<file path="src/rtl/lsu_pkg.sv">
// Shared definitions for the load/store unit.
// Holds the RV32I memory opcodes, the func3 access-size codes, the sequencer
// state type, the fault cause encoding and a func3 legality helper.
package lsu_pkg;

    localparam logic [6:0] OP_LOAD  = 7'b0000011;
    localparam logic [6:0] OP_STORE = 7'b0100011;

    localparam logic [2:0] F3_B  = 3'b000;
    localparam logic [2:0] F3_H  = 3'b001;
    localparam logic [2:0] F3_W  = 3'b010;
    localparam logic [2:0] F3_BU = 3'b100;
    localparam logic [2:0] F3_HU = 3'b101;

    typedef enum logic [1:0] {
        ST_IDLE = 2'b00,
        ST_BUS  = 2'b01,
        ST_DONE = 2'b10,
        ST_ERR  = 2'b11
    } lsu_state_t;

    typedef enum logic [1:0] {
        FC_NONE     = 2'b00,
        FC_MISALIGN = 2'b01,
        FC_ILLEGAL  = 2'b10,
        FC_TIMEOUT  = 2'b11
    } fault_cause_t;

    // Stores only have signed-width forms; loads additionally allow BU/HU.
    function automatic logic func3_legal(input logic is_store, input logic [2:0] f3);
        if (is_store)
            return (f3 == F3_B) || (f3 == F3_H) || (f3 == F3_W);
        return (f3 == F3_B) || (f3 == F3_H) || (f3 == F3_W) ||
               (f3 == F3_BU) || (f3 == F3_HU);
    endfunction

endpackage

</file>
<file path="src/rtl/lsu_if.sv">
// Data-memory port of the load/store unit.
//   mem_req    LSU -> memory  transfer request, held until mem_ready
//   mem_we     LSU -> memory  1 = write
//   mem_addr   LSU -> memory  word-aligned byte address
//   mem_wdata  LSU -> memory  lane-replicated store data
//   mem_be     LSU -> memory  byte enables
//   mem_ready  memory -> LSU  transfer accepted/completed this cycle
//   mem_rdata  memory -> LSU  read data, valid with mem_ready
interface lsu_if;

    logic        mem_req;
    logic        mem_we;
    logic [31:0] mem_addr;
    logic [31:0] mem_wdata;
    logic [3:0]  mem_be;
    logic        mem_ready;
    logic [31:0] mem_rdata;

    modport master (
        output mem_req, mem_we, mem_addr, mem_wdata, mem_be,
        input  mem_ready, mem_rdata
    );

    modport slave (
        input  mem_req, mem_we, mem_addr, mem_wdata, mem_be,
        output mem_ready, mem_rdata
    );

endinterface

</file>
<file path="src/rtl/lsu_align.sv">
// Byte-lane steering for the load/store unit (purely combinational).
//   we          1 = store access
//   func3       access size / signedness
//   off         effective address bits [1:0]
//   store_data  raw rs2 value
//   rdata       raw memory read word
//   be          byte enables (all lanes for loads)
//   wdata       store data replicated across the lanes
//   load_value  extracted and sign/zero-extended load result
module lsu_align
    import lsu_pkg::*;
(
    input  logic        we,
    input  logic [2:0]  func3,
    input  logic [1:0]  off,
    input  logic [31:0] store_data,
    input  logic [31:0] rdata,
    output logic [3:0]  be,
    output logic [31:0] wdata,
    output logic [31:0] load_value
);

    logic [7:0]  rbyte;
    logic [15:0] rhalf;

    // Sub-word stores replicate the datum so whichever lanes are enabled see it.
    always_comb begin
        be    = 4'b1111;
        wdata = store_data;
        if (we) begin
            case (func3)
                F3_B: begin
                    be    = 4'b0001 << off;
                    wdata = {4{store_data[7:0]}};
                end
                F3_H: begin
                    be    = 4'b0011 << off;
                    wdata = {2{store_data[15:0]}};
                end
                default: begin
                    be    = 4'b1111;
                    wdata = store_data;
                end
            endcase
        end
    end

    // Halfword loads are already known aligned, so off[1] picks the half.
    always_comb begin
        rbyte = 8'(rdata >> {off, 3'b000});
        rhalf = off[1] ? rdata[31:16] : rdata[15:0];
        case (func3[1:0])
            2'b00:   load_value = func3[2] ? {24'h0, rbyte} : {{24{rbyte[7]}}, rbyte};
            2'b01:   load_value = func3[2] ? {16'h0, rhalf} : {{16{rhalf[15]}}, rhalf};
            default: load_value = rdata;
        endcase
    end

endmodule

</file>
<file path="src/rtl/lsu_controller.sv">
// Multi-cycle load/store sequencer for the RV32I core.
//   clk, rst      core clock, asynchronous active-low reset
//   start         decoded instruction valid
//   opcode/func3  decoded fields
//   base_addr     rs1, immediate (12-bit, sign-extended here), store_data (rs2)
//   busy          stall request to PC/fetch
//   done, wb_en   one-cycle completion pulse / register write enable (loads)
//   load_data     extended load result, held until the next load completes
//   fault         one-cycle fault pulse with fault_cause
//   mem           data-memory port (master side)
module lsu_controller
    import lsu_pkg::*;
#(
    parameter int TIMEOUT_CYCLES = 255
) (
    input  logic        clk,
    input  logic        rst,
    input  logic        start,
    input  logic [6:0]  opcode,
    input  logic [2:0]  func3,
    input  logic [31:0] base_addr,
    input  logic [11:0] immediate,
    input  logic [31:0] store_data,
    output logic        busy,
    output logic        done,
    output logic        wb_en,
    output logic [31:0] load_data,
    output logic        fault,
    output logic [1:0]  fault_cause,
    lsu_if.master       mem
);

    localparam int TCNT_W = $clog2(TIMEOUT_CYCLES + 1);
    localparam logic [TCNT_W-1:0] CNT_LAST = TCNT_W'(TIMEOUT_CYCLES - 1);

    lsu_state_t        state;
    fault_cause_t      cause_q;
    logic [TCNT_W-1:0] wait_cnt;
    logic [31:0]       ea_q;
    logic [2:0]        func3_q;
    logic              we_q;
    logic [31:0]       sdata_q;
    logic [31:0]       load_q;

    logic [31:0] ea;
    logic        is_load;
    logic        is_store;
    logic        is_mem;
    logic        illegal;
    logic        misaligned;
    logic        bus_active;
    logic [3:0]  steer_be;
    logic [31:0] steer_wdata;
    logic [31:0] steer_load;

    // Decode of the instruction being offered in IDLE.
    always_comb begin
        ea         = base_addr + {{20{immediate[11]}}, immediate};
        is_load    = (opcode == OP_LOAD);
        is_store   = (opcode == OP_STORE);
        is_mem     = is_load || is_store;
        illegal    = !func3_legal(is_store, func3);
        misaligned = ((func3[1:0] == 2'b01) && ea[0]) ||
                     ((func3[1:0] == 2'b10) && (ea[1:0] != 2'b00));
    end

    // Lane logic runs from the latched access so the bus stays stable in BUS.
    lsu_align u_align (
        .we         (we_q),
        .func3      (func3_q),
        .off        (ea_q[1:0]),
        .store_data (sdata_q),
        .rdata      (mem.mem_rdata),
        .be         (steer_be),
        .wdata      (steer_wdata),
        .load_value (steer_load)
    );

    // Sequencer: latch the access in IDLE, check it, then hold the request
    // until the memory answers or the wait budget is exhausted.
    always_ff @(posedge clk or negedge rst) begin
        if (!rst) begin
            state    <= ST_IDLE;
            cause_q  <= FC_NONE;
            wait_cnt <= '0;
            ea_q     <= '0;
            func3_q  <= '0;
            we_q     <= 1'b0;
            sdata_q  <= '0;
            load_q   <= '0;
        end else begin
            case (state)
                ST_IDLE: begin
                    if (start && is_mem) begin
                        ea_q     <= ea;
                        func3_q  <= func3;
                        we_q     <= is_store;
                        sdata_q  <= store_data;
                        wait_cnt <= '0;
                        if (illegal) begin
                            cause_q <= FC_ILLEGAL;
                            state   <= ST_ERR;
                        end else if (misaligned) begin
                            cause_q <= FC_MISALIGN;
                            state   <= ST_ERR;
                        end else begin
                            cause_q <= FC_NONE;
                            state   <= ST_BUS;
                        end
                    end
                end
                ST_BUS: begin
                    if (mem.mem_ready) begin
                        if (!we_q)
                            load_q <= steer_load;
                        state <= ST_DONE;
                    end else if (wait_cnt == CNT_LAST) begin
                        cause_q <= FC_TIMEOUT;
                        state   <= ST_ERR;
                    end else begin
                        wait_cnt <= wait_cnt + 1'b1;
                    end
                end
                ST_DONE: state <= ST_IDLE;
                ST_ERR:  state <= ST_IDLE;
                default: state <= ST_IDLE;
            endcase
        end
    end

    // busy rises in the same cycle a memory op is offered so fetch stalls at once.
    always_comb begin
        bus_active    = (state == ST_BUS);
        busy          = bus_active || (rst && (state == ST_IDLE) && start && is_mem);
        done          = (state == ST_DONE);
        wb_en         = done && !we_q;
        fault         = (state == ST_ERR);
        fault_cause   = fault ? cause_q : FC_NONE;
        load_data     = load_q;
        mem.mem_req   = bus_active;
        mem.mem_we    = bus_active && we_q;
        mem.mem_addr  = bus_active ? {ea_q[31:2], 2'b00} : 32'h0;
        mem.mem_wdata = bus_active ? steer_wdata : 32'h0;
        mem.mem_be    = bus_active ? steer_be : 4'h0;
    end

endmodule

</file>
<file path="src/flat_wrapper.sv">
// flat-port wrapper written by rule: the top's interface ports become plain ports
module lsu_controller_flat import lsu_pkg::*;
#(
    parameter int TIMEOUT_CYCLES = 255
)
  (clk, rst, start, opcode, func3, base_addr, immediate, store_data, busy, done, wb_en, load_data, fault, fault_cause, mem_mem_req, mem_mem_we, mem_mem_addr, mem_mem_wdata, mem_mem_be, mem_mem_ready, mem_mem_rdata);
  lsu_if mem_i ();
  input  logic clk;
  input  logic rst;
  input  logic start;
  input  logic [6:0] opcode;
  input  logic [2:0] func3;
  input  logic [31:0] base_addr;
  input  logic [11:0] immediate;
  input  logic [31:0] store_data;
  output logic busy;
  output logic done;
  output logic wb_en;
  output logic [31:0] load_data;
  output logic fault;
  output logic [1:0] fault_cause;
  output wire logic [$bits(mem_i.mem_req)-1:0] mem_mem_req;
  output wire logic [$bits(mem_i.mem_we)-1:0] mem_mem_we;
  output wire logic [$bits(mem_i.mem_addr)-1:0] mem_mem_addr;
  output wire logic [$bits(mem_i.mem_wdata)-1:0] mem_mem_wdata;
  output wire logic [$bits(mem_i.mem_be)-1:0] mem_mem_be;
  input wire logic [$bits(mem_i.mem_ready)-1:0] mem_mem_ready;
  input wire logic [$bits(mem_i.mem_rdata)-1:0] mem_mem_rdata;
  assign mem_mem_req = mem_i.mem_req;
  assign mem_mem_we = mem_i.mem_we;
  assign mem_mem_addr = mem_i.mem_addr;
  assign mem_mem_wdata = mem_i.mem_wdata;
  assign mem_mem_be = mem_i.mem_be;
  assign mem_i.mem_ready = mem_mem_ready;
  assign mem_i.mem_rdata = mem_mem_rdata;
  lsu_controller #(.TIMEOUT_CYCLES(TIMEOUT_CYCLES)) u_core (.clk(clk), .rst(rst), .start(start), .opcode(opcode), .func3(func3), .base_addr(base_addr), .immediate(immediate), .store_data(store_data), .busy(busy), .done(done), .wb_en(wb_en), .load_data(load_data), .fault(fault), .fault_cause(fault_cause), .mem(mem_i));
endmodule
</file>
<file path="config.mk">
export PLATFORM = sky130hd
export DESIGN_NAME = lsu_controller_flat
export DESIGN_NICKNAME = d
export VERILOG_FILES = /design/src/rtl/lsu_pkg.sv /design/src/rtl/lsu_if.sv /design/src/rtl/lsu_align.sv /design/src/rtl/lsu_controller.sv /design/src/flat_wrapper.sv
export SDC_FILE = /design/constraint.sdc
export NUM_CORES = 1
export LEC_CHECK = 0
export BUFFER_PORTS_ARGS = -buffer_cell sky130_fd_sc_hd__clkbuf_2
export CORE_MARGIN = 1
export CORE_UTILIZATION = 52
export CTS_CLUSTER_SIZE = 8
export DETAILED_ROUTE_END_ITERATION = 10
export PLACE_DENSITY = 0.84
export SLEW_MARGIN = 20
export SYNTH_ARGS = -nofsm -noshare
export SYNTH_HDL_FRONTEND = slang
export SYNTH_SLANG_ARGS = --single-unit
</file>
<file path="constraint.sdc">
create_clock -name clk -period 2.3 [get_ports clk]
set_input_delay 0.46 -clock clk [delete_from_list [all_inputs] [get_ports clk]]
set_output_delay 0.46 -clock clk [all_outputs]
set_load 0.01 [all_outputs]
</file>
==> key figures, run 1 <==
STA
  • Worst rel slew slack: 60.27%
  • Hold Violations, Final: 0
  • Worst-Margin Slew: 593.8 ps
  • Clock skew: 8.375 ps
  • Max-slew violation total from the final report: 0
  • Crit path time final: 2288 ps
  • Fin crit share: 99.50%
  • Fmax: 0.4370 GHz
  • Final Setup Violations: 0
  • RSZ-0062 raised after global routing: yes

Finish
  • Commonest non-fill, non-tap cell in the layout: nand2_1
  • ANT cells: 0
  • Final Core Density: 72.85%
  • Layout Area Growth over Synthesis: 34.06%
  • Fraction of layout cells with a size suffix above 1: 32.32%
  • Most frequent cells in the layout: nand2_1, clkbuf_2, buf_4
  • Post-route cell area: 0.009801 sq mm
  • Nets@finish: 1398
  • Final instance count without filler cells: 1423

Floorplan
  • Initial Util: 54.34%
  • FP Rows: 42
  • Die Y: 120.6 um
  • Die Area: 0.01454 sq mm
  • Core Area: 0.01345 sq mm
  • Width of the die: 120.6 um
  • I/O pin cnt: 230

Placement
  • Placement Cell Area: 0.009344 sq mm
  • IO buf count: 227
  • Placed instance count: 1406
  • Hpwl dp: 17010 um
  • GP Congestion: 0.9231

Critical path
  • R2R Setup Slk: 280 ps
  • CP endpoint kind: flop
  • R2R Path End: u_core.wait_cnt[7]$_DFFE_PN0P_
  • Critical setup path kind: input pin to flop
  • Req. time, crit path: 2530 ps
  • Slowest CP cell: ha_1
  • Buf/Inv on CP: 2
  • CP arrival: 2520 ps
  • Crit path cell chain: clkbuf_2, buf_4, ha_1, and3_1, and2_1, and3_1, a22o_1, a41oi_2, xor2_1, o21ai_1
  • Startpoint of the worst-slack reg-to-reg timing path: u_core.wait_cnt[0]$_DFFE_PN0P_
  • CP peak stage delay: 360 ps
  • R2R cell count: 9
  • Critical path's most frequent cell: and3_1
  • CP startpoint kind: input pin
  • Crit path max fanout: 9
  • Crit-path leading delay family: simple AND/OR/NAND/NOR gates

GRT
  • Total GRT Usage: 30.31%
  • Initial antenna violation count: 0
  • Vias in the first global route: 7374
  • Pin count of the biggest net entering global routing: 113
  • Gr ovfl total: 0
  • First-pass GRT wire length: 34890 um

Synthesis
  • Register area share after synthesis: 38.34%
  • Synth unique cells: 62
  • Primary FF master, synth: dfrtp_1
  • EDFF count, synth: 0
  • Ys Warns: 0
  • Post-synthesis cell area: 0.007311 sq mm
  • #FFs+latches synth: 112
  • Mapped Cells: 943
  • Synth async-reset ratio: 100.0%
  • Syn avg cell area: 7.753 sq um

CTS
  • H-tree levels: 3
  • CTS tree: built
  • Clk sinks: 112
  • # hold bufs at CTS: 0
  • Worst skew pair latency: 350 ps
  • Clk buf depth: 2
  • Clk slew on worst S/H paths: 70 ps
  • Num CTS Buffers: 9
  • Root buffer cell: clkbuf_16

Route
  • Routed Antenna Nets: 0
  • Routed len/inst: 15.64 um
  • DRC violations left: 0
  • DR vias/cell: 5.555
  • Total Wirelength: 22250 um
  • Routed via count: 7905
  • 1st-iter DRT viols: 758
  • Initial DRT Pass Iterations: 5

Job
  • Max-cap violations: 0

Power
  • Power Density: 603.0 mW/mm^2
  • Peak VDD IR: 0.4230 mV
  • Leakage: 4.999 nW

Min path
  • Worst hold path type: input pin to asynchronous set/reset pin

Run status
  • Status: completed
report_power, final:
group / total, mW / switching, mW / leakage, nW / internal [mW]
Clock: 1.45 / 0.712 / 0.127 / 0.742
Combinational: 1.94 / 1.06 / 3.41 / 0.880
Sequential: 2.52 / 0.229 / 1.46 / 2.29
Total: 5.91 / 2.00 / 5.00 / 3.91
through the flow:
stage | setup slack, ps | power (mW) | setup TNS, ps | hold slack, ps
after floorplan | 6.545 | 3.560 | 0 | 164.4
after global placement | -322.3 | 4.334 | -2996 | 452.8
after detailed placement | -338.5 | 4.399 | -3356 | 462.8
after CTS | 9.963 | 5.834 | 0 | 260.0
after global routing | -65.54 | 6.253 | -87.92 | 271.3
final | 11.51 | 5.910 | 0 | 225.8
routing by layer:
metal	global-route usage, %	vias to the layer above	wire [um]
met2	49.10	353	10520
met1	41.33	3684	9663
met4	10.65	0	471
met3	4.575	41	1596
met5	0	-	0
li1	-	3827	-
final cells by class:
class,instances,area [sq um]
clock buffer,12,236.5
inverter,17,63.81
tap,176,220.2
timing repair buffer,341,2027
fill,1100,3652
sequential,112,2805
clock inverter,4,30.03
multi-input combinational,761,4418
worst reg2reg max path: stages (launching register included):
cell and delay, ps:
dfrtp_1 430, inv_1 70, ha_1 190, nand3_1 80, nor2_1 50, or2_2 320
nor3_1 390, nand3_1 150, xor2_1 170, nor2_1 60
worst max path at each step:
stage,startpoint,end,slack [ps],depth (start not counted)
after floorplan,base_addr[0],u_core.ea_q[24]$_DFFE_PN0P_,7,10
after global placement,immediate[11],u_core.ea_q[26]$_DFFE_PN0P_,-320,10
after detailed placement,immediate[11],u_core.ea_q[26]$_DFFE_PN0P_,-340,10
after CTS,u_core.we_q$_DFFE_PN0P_,mem_mem_wdata[25],10,5
after global routing,immediate[11],u_core.ea_q[30]$_DFFE_PN0P_,-70,10
final,immediate[11],u_core.ea_q[30]$_DFFE_PN0P_,10,10
timing repair:
item / 4_1_cts / 5_1_grt
gates resized for setup: 2 / 42
setup endpoints to repair: 2 / 30
cloned: 0 / 0
pin swaps: 0 / 7
buffers inserted: 0 / 1
cells in the mapped netlist, types with 10 or more instances:
master,number,area [sq um]
nand3_1,15,75.07
dfrtp_1,112,2803
xor2_1,15,131.4
ha_1,33,412.9
and2_1,45,281.5
clkbuf_1,39,146.4
mux2i_1,13,130.1
inv_1,17,63.81
nand2_1,236,885.9
xnor2_1,18,157.7
o21ai_0,73,365.4
and3_1,10,62.56
a211oi_1,13,97.59
nor2_1,78,292.8
a21oi_1,102,510.5
a31oi_1,17,106.4
registers in the layout, summed over array words and instances (netlist names):
name	count
u_core.cause_q	2
u_core.sdata_q	32
u_core.func3_q	3
u_core.we_q	1
u_core.ea_q	32
u_core.load_data	32
u_core.wait_cnt	8
u_core.state	2
cells by family after synthesis:
family,count (synthesis),synth area share [%]
DFF,112,38.34
muxes,15,2.242
adders and majority gates,34,5.922
buffers and inverters,71,3.868
other,1,0.05129
and+or+nand+nor,428,25.84
AOI/OAI and AO/OA,249,19.78
xor gates and xnor gates,33,3.953
Power figures use the tool's default switching activity.
==> run 2: changes to the inputs <==
--- a/config.mk
+++ b/config.mk
@@ -6,6 +6,7 @@
 export NUM_CORES = 1
 export LEC_CHECK = 0
 export BUFFER_PORTS_ARGS = -buffer_cell sky130_fd_sc_hd__clkbuf_2
+export CORE_ASPECT_RATIO = 1.2
 export CORE_MARGIN = 1
 export CORE_UTILIZATION = 52
 export CTS_CLUSTER_SIZE = 8
==> run 2 against run 1 <==
Compared with the run above: critical path depth decreased by 1; sequential cell count unchanged; count of clock-buffer cells in the layout is 1 lower; sequential share of layout area is 0.47 points lower; critical path type unchanged; largest cell class unchanged; utilization shrank 0.48 points; routed wire length is 0.48% higher; worst setup slack gained 42 ps; cell count up 0.84%; combinational power hardly changed; design area rose by 1.6%.
==> key figures, run 2 (synthesized netlist as in run 1, its figures left out) <==
STA
  • Clock skew: 10.83 ps
  • Setup WS post-layout: 53.59 ps
  • Hold Violations, Final: 0
  • RSZ-0062 raised after global routing: yes
  • Min Hold Slack: 202.8 ps
  • Worst-Margin Slew: 581.2 ps
  • Fmax: 0.4452 GHz
  • Final Setup Violations: 0
  • Crit path time final: 2246 ps
  • Max-slew violation total from the final report: 0
  • Worst rel slew slack: 61.25%
  • Fin crit share: 97.67%

Critical path
  • Critical setup path kind: input pin to flop
  • Slowest CP cell: or3_1
  • Crit path max fanout: 10
  • Startpoint of the worst-slack reg-to-reg timing path: u_core.ea_q[1]$_DFFE_PN0P_
  • Req. time, crit path: 2510 ps
  • Worst Setup SP: immediate[11]
  • R2R cell count: 7
  • CP startpoint kind: input pin
  • CP peak stage delay: 370 ps
  • CP Depth: 9
  • Buf/Inv on CP: 1
  • CP endpoint kind: flop
  • Crit path cell chain: clkbuf_4, ha_1, nand2_2, or3_1, a21o_1, a31oi_2, nand2_1, nor2_1, a211oi_2
  • CP arrival: 2460 ps
  • R2R Setup Slk: 340 ps
  • Crit-path leading delay family: simple AND/OR/NAND/NOR gates

CTS
  • Clk buf depth: 2
  • Root buffer cell: clkbuf_16
  • Worst skew pair latency: 350 ps
  • Clk slew on worst S/H paths: 70 ps
  • H-tree levels: 3
  • Setup Buffers After CTS: 0
  • # hold bufs at CTS: 0
  • CTS tree: built
  • Num CTS Buffers: 9
  • Clk sinks: 112

Floorplan
  • Die Area: 0.01454 sq mm
  • I/O pin cnt: 230
  • Initial Util: 53.13%
  • FP Rows: 47
  • Width of the die: 110.2 um
  • Die Y: 131.9 um
  • Core Area: 0.01376 sq mm

Finish
  • Fraction of layout cells with a size suffix above 1: 33.31%
  • ANT cells: 0
  • Commonest non-fill, non-tap cell in the layout: nand2_1
  • Post-route cell area: 0.009958 sq mm
  • Most frequent cells in the layout: nand2_1, clkbuf_2, buf_4
  • Final-layout fill cell count: 1066
  • Layout Area Growth over Synthesis: 36.21%
  • Nets@finish: 1415

Route
  • 1st-iter DRT viols: 775
  • DRC violations left: 0
  • DR vias/cell: 5.500
  • Total Wirelength: 22360 um
  • Routed Antenna Nets: 0
  • Routed len/inst: 15.58 um
  • Initial DRT Pass Iterations: 5
  • Routed via count: 7892

Placement
  • Setup WS pre-CTS: -381.3 ps
  • Hpwl dp: 17120 um
  • IO buf count: 227
  • Placement Cell Area: 0.009485 sq mm
  • GP Congestion: 0.9061

Job
  • Max-cap violations: 0

Run status
  • Status: completed

Power
  • Register share of total power: 41.6%
  • Power Density: 606.6 mW/mm^2
  • P_int: 4.047 mW
  • Total power: 6.041 mW
  • Leakage: 5.106 nW
  • Sw power: 1.993 mW
  • Comb power frac: 32.4%
  • Sw frac: 33.00%
  • Peak VDD IR: 0.4302 mV
  • Clk pwr share: 26.1%

GRT
  • Vias in the first global route: 7536
  • First-pass GRT wire length: 35310 um
  • Gr ovfl total: 0
  • Total GRT Usage: 30.97%
  • Pin count of the biggest net entering global routing: 113
  • Initial antenna violation count: 1

Min path
  • Worst hold path type: input pin to asynchronous set/reset pin
-- run 2: per-layer routing --
metal	routed length (um)	track usage, %	part of all wire, %
met1	8973	38.90	40
met2	11030	52.00	49
met3	1716	6.822	7.7
met4	624	10.38	2.8
met5	13	0	0.058
-- run 2: area by class of cell --
class                           instances  area, sq um  share of cell area [%]
Clock inverter                          5        62.56                  0.6282
Multi-Input combinational cell        761         4404                   44.23
Inverter                               17        63.81                  0.6408
Tap cell                              171        214.0                   2.149
Sequential cell                       112         2804                   28.16
Timing Repair Buffer                  358         2177                   21.86
Clock buffer                           11        232.7                   2.337
-- run 2: stage by stage --
step | std cells | TNS (ps) | util (%)
after floorplan | 944 | 0 | -
after global placement | 1419 | -3464 | 68.93
after detailed placement | 1419 | -4244 | 68.93
after CTS | 1435 | -9.678 | 71.15
after global routing | 1435 | -158.0 | 72.37
final | 1435 | 0 | 72.37
-- run 2: worst register-to-register path, stage by stage, from the launching register on --
cell,delay (ps)
dfrtp_1,370
buf_4,280
inv_1,160
nor2_1,460
a21oi_1,170
nor2_1,120
a21oi_1,60
o21ai_0,240
-- run 2: worst paths after layout --
check / endpoint
min in group clk: u_core.sdata_q[27]$_DFFE_PN0P_
min reg2reg: u_core.ea_q[7]$_DFFE_PN0P_
max reg2reg: u_core.load_data[10]$_DFFE_PN0P_
max in group asynchronous: u_core.state[0]$_DFFE_PN0P_
max: u_core.ea_q[28]$_DFFE_PN0P_
min: u_core.ea_q[20]$_DFFE_PN0P_
-- run 2: power groups by stage --
| stage | registers, mW | clock network, mW | logic, mW |
|---|---|---|---|
| after floorplan | 2.55 | 0 | 1.01 |
| after global placement | 2.53 | 0 | 1.83 |
| after detailed placement | 2.54 | 0 | 1.88 |
| after CTS | 2.51 | 1.60 | 1.89 |
| after global routing | 2.56 | 1.68 | 2.19 |
| final | 2.51 | 1.58 | 1.95 |
-- run 2: what timing repair did --
action,in CTS,in global routing
gates resized for setup,3,43
endpoints found under the setup margin,11,58
pin swaps,0,6
==> run 3: changes to the inputs <==
--- a/config.mk
+++ b/config.mk
@@ -6,11 +6,14 @@
 export NUM_CORES = 1
 export LEC_CHECK = 0
 export BUFFER_PORTS_ARGS = -buffer_cell sky130_fd_sc_hd__clkbuf_2
+export CELL_PAD_IN_SITES_DETAIL_PLACEMENT = 2
+export CELL_PAD_IN_SITES_GLOBAL_PLACEMENT = 2
 export CORE_ASPECT_RATIO = 1.2
 export CORE_MARGIN = 1
-export CORE_UTILIZATION = 52
+export CORE_UTILIZATION = 29
 export CTS_CLUSTER_SIZE = 8
 export DETAILED_ROUTE_END_ITERATION = 10
+export GPL_ROUTABILITY_DRIVEN = 1
 export PLACE_DENSITY = 0.84
 export SLEW_MARGIN = 20
 export SYNTH_ARGS = -nofsm -noshare
==> run 3 against run 2 <==
Compared with the run above: the flow now finishes with violations (setup timing); design area is 4.0% higher; routed wire length is 50% higher; total power up 5.2%; sequential cell count is the same; utilization down 31 points; critical path depth is 2 higher; sequential power about the same; sequential share of layout area shrank 1.1 points; clock skew hardly changed; die area grew 78%; non-clock buffer count down 1; register-to-register slack worse by 90 ps.
==> key figures, run 3 (synthesized netlist as in run 1, its figures left out) <==
CTS
  • Clk sinks: 112
  • H-tree levels: 3
  • Worst skew pair latency: 360 ps
  • Clk slew on worst S/H paths: 90 ps
  • Clk buf depth: 2
  • # hold bufs at CTS: 0
  • CTS tree: built
  • Root buffer cell: clkbuf_16
  • Num CTS Buffers: 9

STA
  • Fin crit share: 102.1%
  • Max-slew violation total from the final report: 0
  • Final Setup Violations: 3
  • Fmax: 0.4257 GHz
  • Worst-Margin Slew: 707.8 ps
  • Hold Violations, Final: 0
  • Min Hold Slack: 233.0 ps
  • Crit path time final: 2349 ps
  • Worst rel slew slack: 52.64%
  • Clock skew: 10.62 ps
  • Setup WS post-layout: -49.14 ps

Placement
  • GP Congestion: 0.8506
  • IO buf count: 227
  • Placement Cell Area: 0.009671 sq mm
  • Hpwl dp: 24090 um
  • Placed instance count: 1568
  • Setup WS pre-CTS: -585.3 ps

Route
  • Initial DRT Pass Iterations: 4
  • DR vias/cell: 5.246
  • Routed Antenna Nets: 0
  • Routed len/inst: 21.02 um
  • 1st-iter DRT viols: 380
  • Total Wirelength: 33440 um
  • DRC violations left: 0
  • Routed via count: 8347

Finish
  • Fraction of layout cells with a size suffix above 1: 34.52%
  • Nets@finish: 1414
  • Final-layout fill cell count: 2876
  • Final Core Density: 41.85%
  • Post-route cell area: 0.01036 sq mm
  • Most frequent cells in the layout: nand2_1, clkbuf_2, buf_4
  • Layout Area Growth over Synthesis: 41.69%
  • Commonest non-fill, non-tap cell in the layout: nand2_1
  • Final instance count without filler cells: 1591

Floorplan
  • FP Rows: 63
  • Die Area: 0.02585 sq mm
  • Width of the die: 146.9 um
  • Initial Util: 29.54%
  • Die Y: 175.9 um
  • Core Area: 0.02475 sq mm
  • I/O pin cnt: 230

GRT
  • Pin count of the biggest net entering global routing: 113
  • Total GRT Usage: 23.81%
  • Vias in the first global route: 9020
  • First-pass GRT wire length: 48330 um
  • Gr ovfl total: 0
  • Initial antenna violation count: 4

Job
  • Max-cap violations: 0

Critical path
  • Critical setup path kind: input pin to flop
  • CP arrival: 2620 ps
  • CP startpoint kind: input pin
  • CP endpoint kind: flop
  • Req. time, crit path: 2570 ps
  • Crit path max fanout: 14

Run status
  • Failing checks: setup timing
  • Status: finished with violations

Power
  • Power Density: 613.6 mW/mm^2
  • Peak VDD IR: 0.3715 mV
  • Leakage: 5.142 nW

Min path
  • Worst hold path type: input pin to asynchronous set/reset pin
## run 3: changes by cell type in the layout (fill, tap and decap cells not counted), moves of 3 or more
cell      previous run  this run
ha_4                 3        12
buf_12               3         7
a21oi_1             93        88
clkbuf_2           225       220
diode_2              0         3
a21oi_2              9        14
o21ai_0             68        65
ha_1                27        20
## run 3: power breakdown
part | switching [mW] | total [mW] | internal [mW] | leakage, nW
clock | 0.833 | 1.63 | 0.795 | 0.148
combinational | 1.24 | 2.20 | 0.965 | 3.53
sequential | 0.236 | 2.53 | 2.29 | 1.46
## run 3: timing repair
action / in CTS / in global routing
pin swaps: 2 / 18
buffers inserted: 0 / 4
gates resized for setup: 12 / 72
endpoints found under the setup margin: 8 / 39
## run 3: metrics by stage
stage | power (mW) | setup TNS (ps)
floorplan | 3.560 | 0
global placement | 4.439 | -3861
detailed placement | 4.584 | -6491
CTS | 6.268 | 0
global route | 6.729 | -709.4
finish | 6.356 | -123.8
## run 3: final timing paths
check | start | to | slack, ps | cells after the start
max | immediate[11] | u_core.ea_q[28]$_DFFE_PN0P_ | -50 | 11
min | rst | u_core.load_data[17]$_DFFE_PN0P_ | 230 | 2
max reg2reg | u_core.wait_cnt[0]$_DFFE_PN0P_ | u_core.wait_cnt[5]$_DFFE_PN0P_ | 250 | 9
min reg2reg | u_core.ea_q[3]$_DFFE_PN0P_ | u_core.ea_q[3]$_DFFE_PN0P_ | 470 | 2
max in group asynchronous | rst | u_core.sdata_q[18]$_DFFE_PN0P_ | 1600 | 2
min in group clk | store_data[27] | u_core.sdata_q[27]$_DFFE_PN0P_ | 290 | 3
## run 3: area by class of cell
cell class | instances | area [sq um] | share of cell area (%)
clock buffers | 10 | 239.0 | 2.307
well taps | 325 | 406.6 | 3.926
diodes | 3 | 7.507 | 0.07247
multi-input cells | 761 | 4554 | 43.97
clock inverters | 6 | 57.56 | 0.5556
repair buffers | 357 | 2227 | 21.50
flip-flops and latches | 112 | 2803 | 27.06
inverters | 17 | 63.81 | 0.6160
## run 3: layer usage
| metal | up-vias | wire length (um) | GRT usage [%] | part of all wire, % |
|---|---|---|---|---|
| met2 | 216 | 17760 | 43.64 | 53 |
| met1 | 4217 | 13470 | 28.06 | 40 |
| met3 | 70 | 974 | 3.075 | 2.9 |
| met5 | - | 0 | 0 | 0 |
| li1 | 3844 | - | - | - |
| met4 | 0 | 1236 | 9.149 | 3.7 |
## run 3: worst max-delay path, cell delays in order
cell and delay, ps:
buf_4 190, buf_12 180, ha_1 330, buf_4 180, nand2_1 90, o21ai_0 550
nand2b_1 210, mux2i_1 80, nor2_1 100, a21oi_1 60, a211oi_1 190
